[config.mk]
export PLATFORM = sky130hd
export DESIGN_NAME = seq_magnitude_comparator_flat
export DESIGN_NICKNAME = d
export VERILOG_FILES = /design/src/rtl/seq_magnitude_comparator_pkg.sv /design/src/rtl/seq_magnitude_comparator_if.sv /design/src/rtl/seq_magnitude_comparator_slice.sv /design/src/rtl/seq_magnitude_comparator.sv /design/src/flat_wrapper.sv
export SDC_FILE = /design/constraint.sdc
export NUM_CORES = 1
export LEC_CHECK = 0
export CAP_MARGIN = 20
export CORE_UTILIZATION = 45
export DETAILED_ROUTE_END_ITERATION = 8
export PLACE_DENSITY = 0.83
export SLEW_MARGIN = 20
export SYNTH_ARGS = -nofsm -noshare
export SYNTH_HDL_FRONTEND = slang
export SYNTH_SLANG_ARGS = --single-unit
[constraint.sdc]
create_clock -name clk -period 2.3 [get_ports clk]
set_input_delay 0.46 -clock clk [delete_from_list [all_inputs] [get_ports clk]]
set_output_delay 0.46 -clock clk [all_outputs]
set_load 0.05 [all_outputs]
[src/rtl/seq_magnitude_comparator_pkg.sv]
// -----------------------------------------------------------------------------
// comparator_pkg
// Shared types for the sequential magnitude comparator:
//   state_t      - FSM states of the scanning comparator
//   cmp_result_t - three-flag result {eq, gt, lt}, same encoding as the
//                  single-bit EQ/GT/LT comparator
//   CMP_*        - one-hot result constants (CMP_NONE is the reset value)
// -----------------------------------------------------------------------------
package comparator_pkg;

   typedef enum logic [1:0] {
      IDLE = 2'd0,
      SCAN = 2'd1,
      DONE = 2'd2
   } state_t;

   typedef struct packed {
      logic eq;
      logic gt;
      logic lt;
   } cmp_result_t;

   localparam cmp_result_t CMP_NONE = '{eq: 1'b0, gt: 1'b0, lt: 1'b0};
   localparam cmp_result_t CMP_EQ   = '{eq: 1'b1, gt: 1'b0, lt: 1'b0};
   localparam cmp_result_t CMP_GT   = '{eq: 1'b0, gt: 1'b1, lt: 1'b0};
   localparam cmp_result_t CMP_LT   = '{eq: 1'b0, gt: 1'b0, lt: 1'b1};

endpackage

[src/rtl/seq_magnitude_comparator_if.sv]
// -----------------------------------------------------------------------------
// seq_magnitude_comparator_if
// Start/done handshake and operand/result bus of the sequential comparator.
//   start, signed_mode, a, b        : requester -> comparator
//   busy, done, a_eq_b/a_gt_b/a_lt_b : comparator -> requester
// Modports: master = requester side, slave = comparator side.
// -----------------------------------------------------------------------------
interface seq_magnitude_comparator_if #(
   parameter int WIDTH = 16
);
   logic             start;
   logic             signed_mode;
   logic [WIDTH-1:0] a;
   logic [WIDTH-1:0] b;
   logic             busy;
   logic             done;
   logic             a_eq_b;
   logic             a_gt_b;
   logic             a_lt_b;

   modport master (
      output start, signed_mode, a, b,
      input  busy, done, a_eq_b, a_gt_b, a_lt_b
   );

   modport slave (
      input  start, signed_mode, a, b,
      output busy, done, a_eq_b, a_gt_b, a_lt_b
   );
endinterface

[src/rtl/seq_magnitude_comparator_slice.sv]
// -----------------------------------------------------------------------------
// slice_compare
// Combinational unsigned compare of one DIGIT-bit slice.
//   x, y   : slice operands
//   eq/gt/lt : exactly one is high
// Scans MSB-first; the first differing bit decides the order, which is the
// multi-bit generalisation of the single-bit EQ/GT/LT comparator.
// -----------------------------------------------------------------------------
module slice_compare #(
   parameter int DIGIT = 4
) (
   input  logic [DIGIT-1:0] x,
   input  logic [DIGIT-1:0] y,
   output logic             eq,
   output logic             gt,
   output logic             lt
);
   always_comb begin
      gt = 1'b0;
      lt = 1'b0;
      for (int i = DIGIT - 1; i >= 0; i--) begin
         if (!gt && !lt) begin
            if (x[i] && !y[i]) begin
               gt = 1'b1;
            end else if (!x[i] && y[i]) begin
               lt = 1'b1;
            end
         end
      end
      eq = !gt && !lt;
   end
endmodule

[src/rtl/seq_magnitude_comparator.sv]
// -----------------------------------------------------------------------------
// seq_magnitude_comparator
// Sequential WIDTH-bit magnitude comparator (unsigned or two's complement).
// Operands are scanned MSB-first, one DIGIT-bit slice per clock; the scan
// stops at the first differing slice.
//   clk    : system clock, rising edge
//   rst_n  : synchronous active-low reset
//   bus    : slave side of seq_magnitude_comparator_if
//            (start/signed_mode/a/b in, busy/done/a_eq_b/a_gt_b/a_lt_b out)
// -----------------------------------------------------------------------------
module seq_magnitude_comparator
   import comparator_pkg::*;
#(
   parameter int WIDTH = 16,
   parameter int DIGIT = 4
) (
   input logic                       clk,
   input logic                       rst_n,
   seq_magnitude_comparator_if.slave bus
);
   localparam int NDIG = WIDTH / DIGIT;
   localparam int IW   = (NDIG > 1) ? $clog2(NDIG) : 1;

   state_t           state_q, state_d;
   logic [WIDTH-1:0] a_q, a_d;
   logic [WIDTH-1:0] b_q, b_d;
   logic [IW-1:0]    idx_q, idx_d;
   cmp_result_t      res_q, res_d;

   logic [DIGIT-1:0] a_sl [NDIG];
   logic [DIGIT-1:0] b_sl [NDIG];
   logic             sl_eq, sl_gt, sl_lt;

   generate
      for (genvar gi = 0; gi < NDIG; gi++) begin : g_slice
         assign a_sl[gi] = a_q[gi*DIGIT +: DIGIT];
         assign b_sl[gi] = b_q[gi*DIGIT +: DIGIT];
      end
   endgenerate

   slice_compare #(.DIGIT(DIGIT)) u_slice (
      .x  (a_sl[idx_q]),
      .y  (b_sl[idx_q]),
      .eq (sl_eq),
      .gt (sl_gt),
      .lt (sl_lt)
   );

   always_comb begin
      state_d = state_q;
      a_d     = a_q;
      b_d     = b_q;
      idx_d   = idx_q;
      res_d   = res_q;
      case (state_q)
         IDLE, DONE: begin
            if (bus.start) begin
               // Flipping the sign bits maps two's-complement order onto
               // unsigned order, so the scan itself never needs the mode.
               a_d = bus.a;
               b_d = bus.b;
               if (bus.signed_mode) begin
                  a_d[WIDTH-1] = ~bus.a[WIDTH-1];
                  b_d[WIDTH-1] = ~bus.b[WIDTH-1];
               end
               idx_d   = IW'(NDIG - 1);
               state_d = SCAN;
            end else begin
               state_d = IDLE;
            end
         end
         SCAN: begin
            if (!sl_eq) begin
               res_d   = '{eq: 1'b0, gt: sl_gt, lt: sl_lt};
               state_d = DONE;
            end else if (idx_q == '0) begin
               res_d   = CMP_EQ;
               state_d = DONE;
            end else begin
               idx_d = idx_q - IW'(1);
            end
         end
         default: state_d = IDLE;
      endcase
   end

   always_ff @(posedge clk) begin
      if (!rst_n) begin
         state_q <= IDLE;
         a_q     <= '0;
         b_q     <= '0;
         idx_q   <= '0;
         res_q   <= CMP_NONE;
      end else begin
         state_q <= state_d;
         a_q     <= a_d;
         b_q     <= b_d;
         idx_q   <= idx_d;
         res_q   <= res_d;
      end
   end

   assign bus.busy   = (state_q == SCAN);
   assign bus.done   = (state_q == DONE);
   assign bus.a_eq_b = res_q.eq;
   assign bus.a_gt_b = res_q.gt;
   assign bus.a_lt_b = res_q.lt;
endmodule

[src/flat_wrapper.sv]
// flat-port wrapper written by rule: the top's interface ports become plain ports
module seq_magnitude_comparator_flat import comparator_pkg::*;
#(
   parameter int WIDTH = 16,
   parameter int DIGIT = 4
)
  (clk, rst_n, bus_start, bus_signed_mode, bus_a, bus_b, bus_busy, bus_done, bus_a_eq_b, bus_a_gt_b, bus_a_lt_b);
  seq_magnitude_comparator_if #(.WIDTH(WIDTH)) bus_i ();
  input logic clk;
  input logic rst_n;
  input wire logic [$bits(bus_i.start)-1:0] bus_start;
  input wire logic [$bits(bus_i.signed_mode)-1:0] bus_signed_mode;
  input wire logic [$bits(bus_i.a)-1:0] bus_a;
  input wire logic [$bits(bus_i.b)-1:0] bus_b;
  output wire logic [$bits(bus_i.busy)-1:0] bus_busy;
  output wire logic [$bits(bus_i.done)-1:0] bus_done;
  output wire logic [$bits(bus_i.a_eq_b)-1:0] bus_a_eq_b;
  output wire logic [$bits(bus_i.a_gt_b)-1:0] bus_a_gt_b;
  output wire logic [$bits(bus_i.a_lt_b)-1:0] bus_a_lt_b;
  assign bus_i.start = bus_start;
  assign bus_i.signed_mode = bus_signed_mode;
  assign bus_i.a = bus_a;
  assign bus_i.b = bus_b;
  assign bus_busy = bus_i.busy;
  assign bus_done = bus_i.done;
  assign bus_a_eq_b = bus_i.a_eq_b;
  assign bus_a_gt_b = bus_i.a_gt_b;
  assign bus_a_lt_b = bus_i.a_lt_b;
  seq_magnitude_comparator #(.WIDTH(WIDTH), .DIGIT(DIGIT)) u_core (.clk(clk), .rst_n(rst_n), .bus(bus_i));
endmodule
## After elaboration in Yosys (flattened, before gate mapping)

Index checks and enable logic that the tools add are counted.

| cells by class | value |
|---|---|
| add/sub/neg operators | 1 |
| order comparisons | 1 |
| eq/ne operators | 7 |
| mux-type cells | 36 |
| bitwise logic cells | 3 |
| reductions and logical operators | 35 |

Operators with widths:

| kind | number |
|---|---|
| 1-bit 2-to-1 mux | 21 |
| 4-bit binary-select mux with 2-bit select | 2 |
| 1-bit logical NOT | 16 |
| 4-bit 2-to-1 mux | 4 |
| 1-bit logical AND | 12 |
| 2-bit 2-to-1 mux | 5 |
| 2-bit case mux with 2 select lines | 2 |
| 3-bit 2-to-1 mux | 2 |
| 2-bit inequality test, second input constant | 3 |
| 2-bit logical NOT | 2 |
| 2-bit AND reduction | 2 |
| 4-bit AND reduction | 1 |
| 3-bit >= comparator, second input constant | 1 |
| 3-bit inequality test, second input constant | 1 |
| 2-bit NOT with 3-bit output | 1 |
| 2-bit by 1-bit equality test with 1-bit output, second input constant | 1 |
| 2-bit equality test, second input constant | 1 |
| 2-bit by 1-bit inequality test with 1-bit output, second input constant | 1 |
| 1-bit NOT | 2 |
| 2-bit nonzero test | 1 |
| 2-bit OR reduction | 1 |
| 2-bit by 1-bit subtractor with 2-bit output, second input constant | 1 |

| storage, ports and cells | value |
|---|---|
| register bits after elaboration | 39 |
| input port bits | 36 |
| output and inout bits | 5 |
| word-level logic and storage cells | 90 |

## Logic depth before layout (Yosys ltp)

Gate-level depths: netlist of run 1.

| logic depth | value |
|---|---|
| depth in word-level cells | 21 |
| gate-level depth with buffers | 9 |
| mapped depth without buffers | 8 |

## Cells and area by module

A second synthesis of run 1 with hierarchy kept.

| unflattened totals | value |
|---|---|
| cell total of the unflattened synthesis | 202 |
| area total of the unflattened synthesis | 1762.9 um^2 |

Modules (own cells, without submodules):

| module | times used | cells an instance | area an instance (um^2) | seq. area each (um^2) |
|---|---|---|---|---|
| seq_magnitude_comparator | 1 | 183 | 1616.6 | 780.7 |
| slice_compare | 1 | 19 | 146.4 | 0.0 |

## Worst setup path before layout of run 1

OpenSTA, ideal clock, no wires.

| timing | value |
|---|---|
| kind | register to register |
| start | register u_core.idx_q[1] |
| end | register u_core.res_q, in the netlist u_core.bus.a_gt_b |
| setup time | 122 ps |
| arrival time | 2209 ps |
| required time | 2178 ps |
| path slack | -31 ps |
| stages on the path, launching flop included | 8 |
| buffers on the path | 1 |
| clock period less this slack | 2331 ps |
| path through | dfxtp_1 buf_2 mux4_1 ha_1 inv_1 o2111ai_2 o21ai_1 o311a_1 |

| on the way | value |
|---|---|
| word-level cells in the longest chain between the ends | 21 |
| elaborated cells between the ends (all ways) | 57 |
| those cells by class | eq/ne (1); mux (25); bitwise (1); reduce/logical (30) |

Ends and longest elaborated chain:

| element | RTL line | source |
|---|---|---|
| start: declaration | seq_magnitude_comparator.sv:27 | `logic [IW-1:0] idx_q, idx_d;` |
| start signal: assignment | seq_magnitude_comparator.sv:98 | `idx_q <= idx_d;` |
| 2-bit NOT with 3-bit output (not written as such) | seq_magnitude_comparator.sv:42, seq_magnitude_comparator.sv:43 |  |
| 4-bit binary-select mux with 2-bit select | seq_magnitude_comparator.sv:42 | `.x (a_sl[idx_q]),` |
| 4-bit 2-to-1 mux (not written as such) (2 in series) | seq_magnitude_comparator.sv:42 |  |
| 1-bit logical NOT | seq_magnitude_comparator_slice.sv:25 | `end else if (!x[i] && y[i]) begin` |
| 1-bit logical AND | seq_magnitude_comparator_slice.sv:25 |  |
| 1-bit 2-to-1 mux | seq_magnitude_comparator_slice.sv:25 |  |
| 1-bit 2-to-1 mux | seq_magnitude_comparator_slice.sv:23 | `if (x[i] && !y[i]) begin` |
| 1-bit 2-to-1 mux / 1-bit logical NOT (equally long branches) | seq_magnitude_comparator_slice.sv:25, seq_magnitude_comparator_slice.sv:22 |  |
| [4 not listed] | - |  |
| 1-bit 2-to-1 mux | seq_magnitude_comparator_slice.sv:22 | `if (!gt && !lt) begin` |
| 1-bit 2-to-1 mux / 1-bit logical NOT (equally long branches) | seq_magnitude_comparator_slice.sv:25, seq_magnitude_comparator_slice.sv:22 |  |
| 1-bit 2-to-1 mux / 1-bit logical AND (equally long branches) | seq_magnitude_comparator_slice.sv:23, seq_magnitude_comparator_slice.sv:22 |  |
| 1-bit 2-to-1 mux | seq_magnitude_comparator_slice.sv:22 |  |
| 1-bit logical NOT | seq_magnitude_comparator_slice.sv:30 | `eq = !gt && !lt;` |
| 1-bit logical AND | seq_magnitude_comparator_slice.sv:30 |  |
| 2-bit inequality test (no line) | - |  |
| 2-bit AND reduction (no line) | - |  |
| end signal: assignment | seq_magnitude_comparator.sv:99 | `res_q <= res_d;` |
| end: declaration | seq_magnitude_comparator.sv:28 | `cmp_result_t res_q, res_d;` |

Several ways; a longest one is shown, not always the timed one. The select of a mux whose other input is x is not followed.
A chain may end at the register's enable or synchronous reset.

## Final worst setup path of run 1

| timing | value |
|---|---|
| start | register u_core.idx_q[0] |
| end | register u_core.idx_q[1] |

| on the way | value |
|---|---|
| word-level cells in the longest chain between the ends | 21 |
| elaborated cells between the ends (all ways) | 61 |
| those cells by class | add/sub (1); eq/ne (2); mux (27); bitwise (1); reduce/logical (30) |

Ends and longest elaborated chain:

| element | RTL line |
|---|---|
| 2-bit NOT with 3-bit output (not written as such) | seq_magnitude_comparator.sv:42, seq_magnitude_comparator.sv:43 |
| 4-bit binary-select mux with 2-bit select | seq_magnitude_comparator.sv:42 |
| 4-bit 2-to-1 mux (not written as such) (2 in series) | seq_magnitude_comparator.sv:42 |
| 1-bit logical NOT | seq_magnitude_comparator_slice.sv:25 |
| 1-bit logical AND | seq_magnitude_comparator_slice.sv:25 |
| 1-bit 2-to-1 mux | seq_magnitude_comparator_slice.sv:25 |
| 1-bit 2-to-1 mux | seq_magnitude_comparator_slice.sv:23 |
| 1-bit 2-to-1 mux / 1-bit logical NOT (equally long branches) | seq_magnitude_comparator_slice.sv:25, seq_magnitude_comparator_slice.sv:22 |
| [4 not listed] | - |
| 1-bit 2-to-1 mux | seq_magnitude_comparator_slice.sv:22 |
| 1-bit 2-to-1 mux / 1-bit logical NOT (equally long branches) | seq_magnitude_comparator_slice.sv:25, seq_magnitude_comparator_slice.sv:22 |
| 1-bit 2-to-1 mux / 1-bit logical AND (equally long branches) | seq_magnitude_comparator_slice.sv:23, seq_magnitude_comparator_slice.sv:22 |
| 1-bit 2-to-1 mux | seq_magnitude_comparator_slice.sv:22 |
| 1-bit logical NOT | seq_magnitude_comparator_slice.sv:30 |
| 1-bit logical AND | seq_magnitude_comparator_slice.sv:30 |
| 2-bit by 1-bit inequality test with 1-bit output (no line) | - |
| 4-bit AND reduction (no line) | - |

Several ways; a longest one is shown, not always the timed one. The select of a mux whose other input is x is not followed.

==> results.md, run 1 <==
- The number of failing setup endpoints in the final timing report is 0.
- The final non-filler cell total is 297.
- The overall routed net length is 3990 µm.
- The number of nets in the synthesized netlist is 247.
- The initial antenna violation count is 0.
- The part of the total power dissipated in combinational logic is 25.8%.
- Buffers placed on the I/O ports in this run total 40.
- Once routing completed, OpenROAD measured the worst setup slack at 0.125 ns.
- The summed area of non-filler cells in the final layout is 2430 µm².
- Setup repair after global routing left no endpoint under its margin.
- Compared with the post-synthesis result, the final layout area differs by 31.7%.
- In this run, synthesis inferred 0 flip-flops with an integrated enable.
- In this run the worst path has a maximum fanout of 5.
- The remaining antenna violation count after routing is 0.
- The flow ran to the end, and the final reports show no timing, DRC or antenna violations.
- Routability-driven placement finished with a final weighted congestion of 0.917.
- The clock passes through at most 2 buffers.
- In the routed design, unresolved DRC markers number 0.
- The total negative slack is 0 ns.
- The initial detailed-routing violation count is 71.
- The post-route worst hold slack is 0.459 ns.
- The most common cell after layout, fill and taps aside is nand2_1.
- The worst-case IR drop observed on VDD is 0.403 mV.
- The share of flip-flops with an asynchronous set or reset is 0%.
- The residual overflow from global routing is 0.
- The met3 layer usage reported by global route is 6.72%.
- The critical setup path kind is reg -> reg.
- After technology mapping, the gate count stands at 208.
- The cell area that synthesis handed to floorplanning was 1840 µm².
- The ratio of cells with drive above 1 in the final layout is 14.5%.
- The worst setup path is launched from a flop.
- The met1 track utilization from global routing is 26.8%.
- The fraction of the cycle the final worst path needs is 94.5%.
- The floorplan has 22 rows.
- The insertion delay of the later-clocked pin in the worst-skew pair is 0.29 ns.
- The switching share of power is 29.2%.
- The utilization after layout is 63.9%.
- In this run the static leakage power is 0.892 nW.
- The number of nets in the layout is 287.
- The first detailed-routing pass took 4 iterations.
- At the pin with the least slew margin, the transition time is 0.503 ns.
- The wire length of the first global-routing pass is 6600 µm.
- In this run, the clock network consumes 29.0% of the power.
- Across the run, the number of max-cap violations was 0.
- The core box area is 3800 µm².
- Timing would allow up to 460 MHz.
- By area the synthesized netlist is led by dfxtp_1 (42%), nand2_1 (12%), a21oi_1 (8.7%).
- The antenna diode instance count is 0.
- After detailed routing, the number of vias per cell comes to 5.33.
- The most utilized layer in the global route result is met2.
- The area enclosed by the die boundary is 4360 µm².
- The starting density of the core is 48.6%.
- The biggest area contributor in the post-synthesis netlist is dfxtp_1.
- The via count of the first global-routing pass came to 1456.
- The total clock sinks is 39.
- Global routing consumed, over all layers together, 20.5% of the routing resources.
- Entering global routing, the biggest net connects 38 pins.
- The number of placed instances, taps included is 288.
- Buffers inserted during clock tree synthesis total 5.
- TritonCTS built the clock tree.
- The internal portion of the total power is 1.19 mW.
- The required time of the critical path is 2.51 ns.
- The CTS H-tree depth is 2.
- The mean cell area of the mapped netlist is 8.87 µm².
- The die extent in x is 66.0 µm.
- The share of total power dissipated in sequential elements is 45.3%.
- Power spread over the standard cell area amounts to 690 nW/µm².
- The worst hold path belongs to the class reg -> reg.
- Data arrives at the worst endpoint at 2.38 ns.
- In the global route stage, met2 resource usage came out at 30.6%.
- In the layout the commonest cells are nand2_1 (61), clkdlybuf4s50_1 (39), dfxtp_1 (38).
- In this run, distinct cell masters in the synthesized netlist total 29.
- The share of synthesized area in the top cell type comes to 42.3%.
- The critical path capture point type is a flop.
- The worst register-to-register path has a setup slack of 0.13 ns.
- The max-slew violation count is 0.
- In this run the power spent charging and discharging nets is 490 µW.
- The die is 66.0 µm tall.
- The commonest register cell after synthesis is dfxtp_1.
- The Yosys step of the flow raised 0 warnings.
- Once detailed placement completed, the half-perimeter wirelength came to 2850 µm.
- In this run, synthesis produced a sequential element count of 39.
- The final-report hold violation count was 0.
- The count of pins on the block boundary is 41.
- The shortest period the worst path allows is 2.17 ns.
- In this run, post-CTS hold repair placed 0 buffers.
- After detailed routing, the average wire length per cell comes to 13.4 µm.
- The root buffer selected by CTS is clkbuf_8.
- The worst pin sits at a relative slew slack of 66.4%.
- Clock-pin slew was measured on the worst setup and hold paths at 0.08 ns.
- The clock arrives with 0.00832 ns of skew.
- Fill cells in the final layout number 327.
- The worst slack at placement is 0.0471 ns.
- The overall via count from detail_route is 1582.
- The sequential cell area fraction in the yosys report is 42.3%.
- The design draws 1.67 mW.
- The area of placed instances is 2300 µm².
critical path: stages, from the launching register on:
cell       delay [ns]
dfxtp_2          0.36
mux4_2           0.53
inv_1            0.07
ha_1             0.27
inv_2            0.11
o2111ai_4        0.15
nor3b_4          0.31
nor3_1           0.08
a211oi_1         0.21
final timing paths:
check / startpoint / to / depth (start not counted)
max reg2reg: u_core.idx_q[0] / u_core.idx_q[1] / 8
min: u_core.a_q[11] / u_core.a_q[11] / 2
max: u_core.idx_q[0] / u_core.idx_q[1] / 8
min reg2reg: u_core.a_q[11] / u_core.a_q[11] / 2
routing by layer:
| layer | share of wire, % | vias up |
|---|---|---|
| li1 | - | 790 |
| met1 | 46 | 733 |
| met2 | 47 | 49 |
| met3 | 5.8 | 10 |
| met4 | 2.0 | 0 |
| met5 | 0 | - |
registers in the layout (all words and copies together) (netlist names):
signal	flops
u_core.a_q	16
u_core.b_q	16
u_core.idx_q	2
u_core.state_q	2
u_core.bus.a_eq_b	1
u_core.bus.a_gt_b	1
u_core.bus.a_lt_b	1
logic make-up after synthesis:
logic type	Yosys count	share of synthesized area (%)
multiplexers	9	12.0
XOR/XNOR	8	4.61
buffers and inverters	21	4.82
flip-flops	39	42.3
adder cells (fa/ha/maj)	4	2.65
AND/OR/NAND/NOR	80	18.5
AO/OA/AOI/OAI	47	15.1
cells in the mapped netlist, drive strengths merged, types with 4 or more instances:
cell type  instances
a211oi             6
a21oi             32
buf                7
clkbuf             7
dfxtp             39
inv                7
mux4               9
nand2             61
nand2b             5
nor2               7
nor2b              4
xnor2              8
what timing repair did:
action / 4_1_cts / 5_1_grt
setup endpoints to repair: 0 / 4
gates resized for setup: 0 / 12
buffers inserted: 0 / 1
layout make-up:
| type | instances | area (µm²) | share of cell area (%) |
|---|---|---|---|
| clock inverter | 2 | 16.3 | 0.670 |
| tap | 48 | 60.1 | 2.47 |
| inverter | 7 | 26.3 | 1.08 |
| multi-input combinational | 148 | 991 | 40.8 |
| timing repair buffer | 47 | 470 | 19.4 |
| clock buffer | 6 | 82.6 | 3.40 |
| sequential | 39 | 782 | 32.2 |
power by group through the flow:
stage | Combinational, mW | Sequential [mW] | Clock [mW]
3_3_place_gp | 0.389 | 0.768 | 0
3_5_place_dp | 0.400 | 0.771 | 0
6_report | 0.431 | 0.759 | 0.485
2_1_floorplan | 0.260 | 0.778 | 0
5_1_grt | 0.471 | 0.764 | 0.529
4_1_cts | 0.402 | 0.756 | 0.495
No activity file was read; power rests on OpenSTA's default activity.
==> run 2, diff against run 1 <==
--- a/config.mk
+++ b/config.mk
@@ -6,6 +6,7 @@
 export NUM_CORES = 1
 export LEC_CHECK = 0
 export CAP_MARGIN = 20
+export CORE_MARGIN = 1
 export CORE_UTILIZATION = 45
 export DETAILED_ROUTE_END_ITERATION = 8
 export PLACE_DENSITY = 0.83
==> constraint.sdc (replaced) <==
create_clock -name clk -period 2.3 [get_ports clk]
set_input_delay 0.46 -clock clk [delete_from_list [all_inputs] [get_ports clk]]
set_output_delay 0.46 -clock clk [all_outputs]
set_load 0.02 [all_outputs]
==> run 2 against run 1 <==
  * Clock skew hardly changed
  * Non-clock buffer count is 1 higher
  * Utilization is 0.36 points lower
  * Final cell count is 0.34% higher
  * Clock-buffer cell count is 2 higher
  * Fmax is 0.80% lower
  * Final area is 0.57% lower
  * Sequential share of layout area is 0.24 points higher
  * Register-to-register slack worse by 0.02 ns
  * Critical path type unchanged
  * Highest routed layer unchanged
==> results.md, run 2 (same netlist as run 1, synthesis figures left out) <==
- The clock skew came to 0.00872 ns (was 0.00832 ns).
- The overall routed net length was 4130 µm (was 3990 µm).
- The max-slew violation count is 0 (unchanged).
- The leakage power of the design is 0.893 nW (was 0.892 nW).
- The required time of the critical path is 2.54 ns (was 2.51 ns).
- Unrepaired setup endpoints after global routing: no (unchanged).
- The remaining antenna violation count after routing is 0 (unchanged).
- The CTS tree is yes (unchanged).
- The wire length per cell is 13.8 µm (was 13.4 µm).
- The HPWL after detailed placement came to 3020 µm (was 2850 µm).
- The TritonCTS buffer count came to 5 (unchanged).
- The antenna diode instance count is 0 (unchanged).
- The initial detailed-routing violation count is 98 (was 71).
- The routability-driven placement congestion ratio is 0.882 (was 0.917).
- The class of the worst hold path is reg -> reg (unchanged).
- The maximum operating frequency is 456 MHz (was 460 MHz).
- The number of max-cap violations is 0 (unchanged).
- The total negative slack was 0 ns (unchanged).
- The insertion delay of the later-clocked pin in the worst-skew pair is 0.30 ns (was 0.29 ns).
- The utilization after layout is 63.6% (was 63.9%).
- The total clock sinks is 39 (unchanged).
- The number of failing setup endpoints in the final timing report is 0 (unchanged).
- The ratio of cells with drive above 1 in the final layout is 12.8% (was 14.5%).
- The worst slack at placement is 0.0708 ns (was 0.0471 ns).
- The port buffer count is 40 (unchanged).
- The post-CTS setup buffer count is 0 (unchanged).
- The shortest period the worst path allows was 2.19 ns (was 2.17 ns).
- The critical path capture point type is a flop (unchanged).
- The initial antenna violation count is 0 (unchanged).
- The area enclosed by the die boundary is 4360 µm² (unchanged).
- The pin count of the biggest net entering global routing came to 31 (was 38).
- The element type at the critical path start is a flop (unchanged).
- The actual slew at the worst max-slew pin is 0.485 ns (was 0.503 ns).
- The remaining design rule violation count is 0 (unchanged).
- The critical setup path kind was reg -> reg (unchanged).
- Status: finished clean (unchanged).
- The relative slew slack came to 67.7% (was 66.4%).
- The number of core rows is 22 (unchanged).
- The fraction of the cycle the final worst path needs is 95.3% (was 94.5%).
- The detail-routed via count per cell came to 5.34 (was 5.33).
- The register clock-pin slew on the reported worst setup and hold paths is 0.08 ns (about the same).
- The residual overflow from global routing is 0 (unchanged).
- The CTS H-tree depth came to 2 (unchanged).
- The first-pass iteration count of the detailed router is 4 (unchanged).
- The floorplan die height is 66.0 µm (unchanged).
- Top flop regs: u_core.a_q x16, u_core.b_q x16 (unchanged).
- The worst vdd rail ir drop was 0.451 mV (was 0.403 mV).
- The power density normalized to cell area was 691 nW/µm² (was 690 nW/µm²).
- The largest buffer count on any clock path is 2 (unchanged).
- The most common cell after layout, fill and taps aside is nand2_1 (unchanged).
- The starting density of the core came to 48.6% (unchanged).
- The number of nets in the layout is 288 (was 287).
- The count of cells resized by post-cts repair is 0 (unchanged).
- The wire length of the first global-routing pass came to 6710 µm (was 6600 µm).
- The final-report hold violation count came to 0 (unchanged).
- The critical path data arrival time came to 2.43 ns (was 2.38 ns).
- The count of pins on the block boundary is 41 (unchanged).
- Most frequent cells in the layout: nand2_1 (61), clkdlybuf4s50_1 (40), dfxtp_1 (37) (was nand2_1 (61), clkdlybuf4s50_1 (39), dfxtp_1 (38)).
- The via count of the first global-routing pass is 1481 (was 1456).
- The overall fraction of global-route tracks in use came to 21.0% (was 20.5%).
- The overall via count from detail_route is 1592 (was 1582).
- The setup slack after layout is 0.108 ns (was 0.125 ns).
- The core box area is 3800 µm² (unchanged).
- The maximum fanout along the worst path came to 10 (was 5).
- The cts-stage hold buffer count is 0 (unchanged).
- The area growth from synthesis to final layout is 30.9% (was 31.7%).
- The root buffer selected by CTS is clkbuf_8 (unchanged).
- The die extent in x is 66.0 µm (unchanged).
==> run 2: metrics by stage <==
| step | instance area [µm²] | cells | hold WS [ns] | power, mW |
|---|---|---|---|---|
| 2_1_floorplan | 1840 | 208 | 0.432 | 1.02 |
| 3_3_place_gp | 2300 | 290 | 0.441 | 1.14 |
| 3_5_place_dp | 2300 | 290 | 0.447 | 1.16 |
| 4_1_cts | 2400 | 298 | 0.458 | 1.66 |
| 5_1_grt | 2410 | 298 | 0.485 | 1.75 |
| 6_report | 2410 | 298 | 0.458 | 1.67 |
==> run 2: final timing paths <==
kind | start | end | slack [ns] | depth (start not counted)
setup / recovery | u_core.idx_q[0] | u_core.bus.a_gt_b | 0.11 | 6
hold / removal | u_core.a_q[9] | u_core.a_q[9] | 0.46 | 2
setup reg to reg | u_core.idx_q[0] | u_core.bus.a_gt_b | 0.11 | 6
hold reg to reg | u_core.a_q[9] | u_core.a_q[9] | 0.46 | 2
==> run 2: per-layer routing <==
layer	routed length (µm)	global-route usage (%)
met1	1800	25.6
met2	2020	33.4
met3	222	6.03
met4	86	10.9
met5	0	0
==> run 2: report_power, final <==
part           internal [mW]  total, mW  switching (mW)
Sequential             0.725      0.759          0.0343
Clock                  0.274      0.504           0.231
Combinational          0.213      0.406           0.194
==> run 2: cell type report <==
| class | instances | area, µm² |
|---|---|---|
| Timing Repair Buffer | 48 | 468 |
| Multi-Input combinational cell | 148 | 977 |
| Inverter | 7 | 26.3 |
| Sequential cell | 39 | 783 |
| Clock buffer | 8 | 100 |
| Fill cell | 329 | 1380 |
| Tap cell | 48 | 60.1 |
==> run 2: worst max-delay path, cell delays in order, from the launching register on <==
cell and delay, ns:
dfxtp_2 0.35, buf_6 0.16, mux4_2 0.59, nand2b_1 0.19, maj3_2 0.32, o32ai_1 0.33
o311a_1 0.20
==> run 3, diff against run 2 <==
--- a/config.mk
+++ b/config.mk
@@ -9,6 +9,7 @@
 export CORE_MARGIN = 1
 export CORE_UTILIZATION = 45
 export DETAILED_ROUTE_END_ITERATION = 8
+export HOLD_SLACK_MARGIN = 0.08
 export PLACE_DENSITY = 0.83
 export SLEW_MARGIN = 20
 export SYNTH_ARGS = -nofsm -noshare
==> results of run 3 <==
The final DEF is identical to that of run 2; final timing and power are the same.
==> variant 1: new RTL, config.mk and constraints of run 2 <==
`DIGIT` is set to 4 in 3 places; all go to 8.
--- a/src/rtl/seq_magnitude_comparator_slice.sv
+++ b/src/rtl/seq_magnitude_comparator_slice.sv
@@ -7,7 +7,7 @@
 // multi-bit generalisation of the single-bit EQ/GT/LT comparator.
 // -----------------------------------------------------------------------------
 module slice_compare #(
-   parameter int DIGIT = 4
+   parameter int DIGIT = 8
 ) (
    input  logic [DIGIT-1:0] x,
    input  logic [DIGIT-1:0] y,
--- a/src/rtl/seq_magnitude_comparator.sv
+++ b/src/rtl/seq_magnitude_comparator.sv
@@ -12,7 +12,7 @@
    import comparator_pkg::*;
 #(
    parameter int WIDTH = 16,
-   parameter int DIGIT = 4
+   parameter int DIGIT = 8
 ) (
    input logic                       clk,
    input logic                       rst_n,
--- a/src/flat_wrapper.sv
+++ b/src/flat_wrapper.sv
@@ -2,7 +2,7 @@
 module seq_magnitude_comparator_flat import comparator_pkg::*;
 #(
    parameter int WIDTH = 16,
-   parameter int DIGIT = 4
+   parameter int DIGIT = 8
 )
   (clk, rst_n, bus_start, bus_signed_mode, bus_a, bus_b, bus_busy, bus_done, bus_a_eq_b, bus_a_gt_b, bus_a_lt_b);
   seq_magnitude_comparator_if #(.WIDTH(WIDTH)) bus_i ();
Formal check against the unedited RTL: not equivalent (Yosys sat finds a counterexample within 4 cycles, from zero or initial values and one cycle with rst_n low).
==> variant 1 against run 2 <==
Highest routed layer unchanged; area after synthesis rose by 5.8%; critical path type unchanged; routed wire length fell by 8.7%; total power fell by 9.2%; sequential cell count fell by 1; largest cell class unchanged; cell count rose by 9.7%; worst setup slack improved by 0.13 ns; synthesized cell count rose by 14%; worst hold slack got worse by 0.0075 ns; critical endpoint unchanged; clock skew fell by 0.0053 ns; final area rose by 2.2%.
==> variant 1: results (changes against run 2) <==
status: "finished, final reports clean"
pg_seq_uw: 733  # -3.4%
wirelength_mm: 3.77  # -8.7%
dp_cells: 319  # +10%
multi_input_area_share_pct: 43.8  # +3.3 points
multi_input_cells: 177  # +20%
vdd_drop_max_mv: 0.441  # -2.1%
die_w_um: 67.8  # +2.8%
n_all_buffers: 45  # -6.3%
ff2ff_path_depth: 8  # +2
rr_startpoint: "u_core.idx_q"
drt_iter0_drc: 91  # -7.1%
hpwl_mm: 2.72  # -9.9%
grt_pass1_wl_mm: 6.33  # -5.5%
critPathSlowestCell: "dfxtp_1"
path_max_fanout: 5  # -5
inv_count: 9  # +2
synth.yosys.seq_area_share_pct: 39.0  # -3.3 points
routed-wl-met3_um: 186  # -16%
synth_common_cells: "nand2_1, dfxtp_1, a21boi_0, clkbuf_1, inv_1"
fin_worst_skew_ns: 0.00344  # -0.00528 ns
synthTopCellsByArea: "dfxtp_1, nand2_1, a21boi_0"
setup_ws_ns: 0.239  # +0.131 ns
clkTransAtPathRegs_ns: 0.07
drive_above_1_share_pct: 9.75  # -3.1 points
tightest_slew_ns: 0.366  # -0.119 ns
nets: 314  # +9.0%
clk_share_pct: 3.70  # -0.44 points
via_per_inst: 5.14  # -3.8%
comb_power_share_pct: 21.2  # -3.1 points
p_per_area_nw_per_um2: 615  # -11%
n_clock_buffer: 7  # -1
switching_power_uw: 409  # -11%
placed_cell_area_um2: 2380  # +3.1%
yosysUniqueCellTypes: 44  # +52%
min_from: "u_core.bus.a_lt_b"
drt-wirelength-per-cell_um: 11.5  # -17%
hold-worst-slack_ns: 0.450  # -0.00746 ns
buf_share_pct: 17.7  # -1.6 points
dp_slack_ns: 0.233  # +0.163 ns
leakagePower_uw: 0.000935  # +4.7%
crit_path_max_incr_delay_ns: 0.39  # -0.20 ns
gp_congestion: 0.803  # -9.0%
numCtsBuffers: 5  # unchanged
grt_pass1_vias: 1467  # -0.95%
port_buffers: 40  # unchanged
multi_input_area_um2: 1080  # +11%
dr_wl_met2_mm: 1.81  # -10%
drt-met1-wl_mm: 1.71  # -4.8%
cp.arrival_ns: 2.28  # -0.15 ns
fill_cells: 395  # +20%
min_to: "u_core.bus.a_lt_b"
grt_max_degree: 40  # +29%
reg.largest.list: "u_core.a_q x16, u_core.b_q x16, u_core.state_q x2"
seqCellArea_um2: 761  # -2.9%
track_usage_pct: 18.7  # -2.3 points
[variant 1: cell types whose count changed after synthesis, sizes merged, moves of 5 or more]
cell	run 2	this run
a211oi	6	0
a21boi	0	32
mux4	9	0
a21oi	32	9
o21ai	3	9
nor3b	1	6
xnor2	8	3
nand2	61	70
[variant 1: logic make-up (layout without fill, tap and decap cells)]
group	count (synthesis)	in the layout	share of synthesized area, %
buffers and inverters	23	62	5.71
multiplexers	2	2	1.03
adder cells (fa/ha/maj)	2	2	1.28
AND/OR/NAND/NOR	102	102	25.3
XOR/XNOR	4	4	1.80
flip-flops	38	38	39.0
AO/OA/AOI/OAI	67	67	25.9
[variant 1: critical path: cells and delay by family, from the launching register on]
kind            cells  cell delay [ns]
simple gates        2             0.49
fa+ha+maj           1             0.31
compound gates      3             0.47
flops               1             0.39
buf+inv             1             0.07
mux                 1             0.26
[variant 1: routing by layer]
layer	vias to the layer above	track usage [%]
met5	-	0
met4	0	9.64
met3	8	4.83
met2	40	30.3
met1	754	22.6
li1	878	-
==> variant 2: new RTL, settings of run 2 <==
Made on the original files. Encoding of `state_t`: now one-hot (3 bits for 3 states).
--- a/src/rtl/seq_magnitude_comparator_pkg.sv
+++ b/src/rtl/seq_magnitude_comparator_pkg.sv
@@ -8,10 +8,10 @@
 // -----------------------------------------------------------------------------
 package comparator_pkg;
 
-   typedef enum logic [1:0] {
-      IDLE = 2'd0,
-      SCAN = 2'd1,
-      DONE = 2'd2
+   typedef enum logic [2:0] {
+      IDLE = 3'b001,
+      SCAN = 3'b010,
+      DONE = 3'b100
    } state_t;
 
    typedef struct packed {
Behaviour: no difference found for any inputs over 10 cycles, from zero or initial values and one cycle with rst_n low; not proved beyond that.
==> variant 2 against run 2 <==
Routed wire length fell by 0.44%; core utilization fell by 3.0 points; worst setup slack improved by 0.030 ns; die area rose by 12%; total power rose by 3.8%; area after synthesis rose by 12%; count of clock-buffer cells in the layout fell by 2; final area rose by 10%; sequential cell count rose by 1; critical path type unchanged.
==> variant 2: results (changes against run 2) <==
ys_warn_count: 0  # unchanged
dr_total_vias: 1686  # +5.9%
synth_common_cells: "nand2_1, dfxtp_1, a21boi_1, xor2_1, clkbuf_1"
synth_compound_area_share_pct: 19.6  # +4.5 points
grt_max_degree: 43  # +39%
worstSkewPairLatency_ns: 0.29
drt_iter0_drc: 63  # -36%
track_usage_pct: 18.5  # -2.5 points
yosysUniqueCellTypes: 41  # +41%
rr_startpoint: "u_core.idx_q[0]"
period_needed_ns: 2.16  # -0.0298 ns
wirelength_mm: 4.11  # -0.44%
ctsResizeCount: 2  # +2
grtUsageMet2_pct: 28.3  # -5.1 points
rrSetupSlack_ns: 0.14  # +0.03 ns
pg_clk_uw: 561  # +11%
leakagePower_uw: 0.00107  # +19%
use_met1_pct: 24.5  # -1.2 points
final_cells: 322  # +8.1%
dr_wl_met2_mm: 1.93  # -4.4%
routed-wl-met3_um: 152  # -32%
placed_cell_area_um2: 2530  # +10%
use_met3_pct: 5.05  # -0.98 points
fin_worst_skew_ns: 0.00607  # -0.00265 ns
crit_path_max_incr_delay_ns: 0.53  # -0.06 ns
muxShareOfSynthArea_pct: 11.1  # -0.91 points
drt-met1-wl_mm: 1.92  # +6.5%
synthAdderAreaFrac_pct: 2.35  # -0.29 points
avgSynthCellArea_um2: 9.14  # +3.1%
switching_power_uw: 463  # +1.0%
start_kind: "flip-flop"
root_buffer: "clkbuf_8"
nets: 308  # +6.9%
reg.largest.list: "u_core.a_q x16, u_core.b_q x16, u_core.state_q x3"
synth.yosys.seq_area_share_pct: 38.6  # -3.7 points
grt_pass1_wl_mm: 7.18  # +7.1%
seq_power_share_pct: 45.2  # -0.3 points
syn_nets: 266  # +7.7%
min_to: "u_core.b_q[3]"
gp_congestion: 0.802  # -9.0%
synthTopCellsByArea: "dfxtp_1, nand2_1, a21boi_1"
ff2ff_path_depth: 7  # +1
hpwl_mm: 2.96  # -2.0%
cp_top_family: "compound AO/OA/AOI/OAI gates"
path_max_fanout: 5  # -5
drive_above_1_share_pct: 10.7  # -2.1 points
fill_cells: 365  # +11%
p_int_uw: 1270  # +4.9%
min_from: "u_core.b_q[3]"
routed.top_layer: "met4"
synth_xor_area_share_pct: 6.33  # +1.7 points
dp_slack_ns: 0.0215  # -0.0492 ns
post_cts_buffers: 0  # unchanged
reg2reg_to: "u_core.idx_q[0]"
whs_path_depth: 2  # unchanged
tightest_slew_ns: 0.340  # -0.145 ns
vdd_drop_max_mv: 0.435  # -3.5%
grt_pass1_vias: 1564  # +5.6%
status: "finished, final reports clean"
variant 2: changes by cell type after synthesis, sizes merged, moves of 6 or more:
cell,run 2,this run
buf,7,1
o21ai,3,9
a21boi,0,30
nand2,61,67
a21oi,32,3
xnor2,8,2
a211oi,6,0
xor2,0,13
variant 2: tightest hold or removal path: stages (launching register included):
cell and delay (ns):
dfxtp_1 0.32, nand2_1 0.05, a21boi_1 0.05
variant 2: stage by stage:
stage	hold WS, ns	setup TNS (ns)
CTS	0.452	0
global route	0.491	-0.00794
finish	0.460	0
detailed placement	0.445	0
global placement	0.440	0
floorplan	0.430	0
variant 2: cell type report:
class                      instances  area (um^2)  share of cell area (%)
clock buffer                       6         72.6                    2.73
sequential                        40          802                    30.2
clock inverter                     2         35.0                    1.32
inverter                           5         18.8                   0.706
tap                               52         65.1                    2.45
multi-input combinational        169         1190                    44.8
timing repair buffer              48          473                    17.8
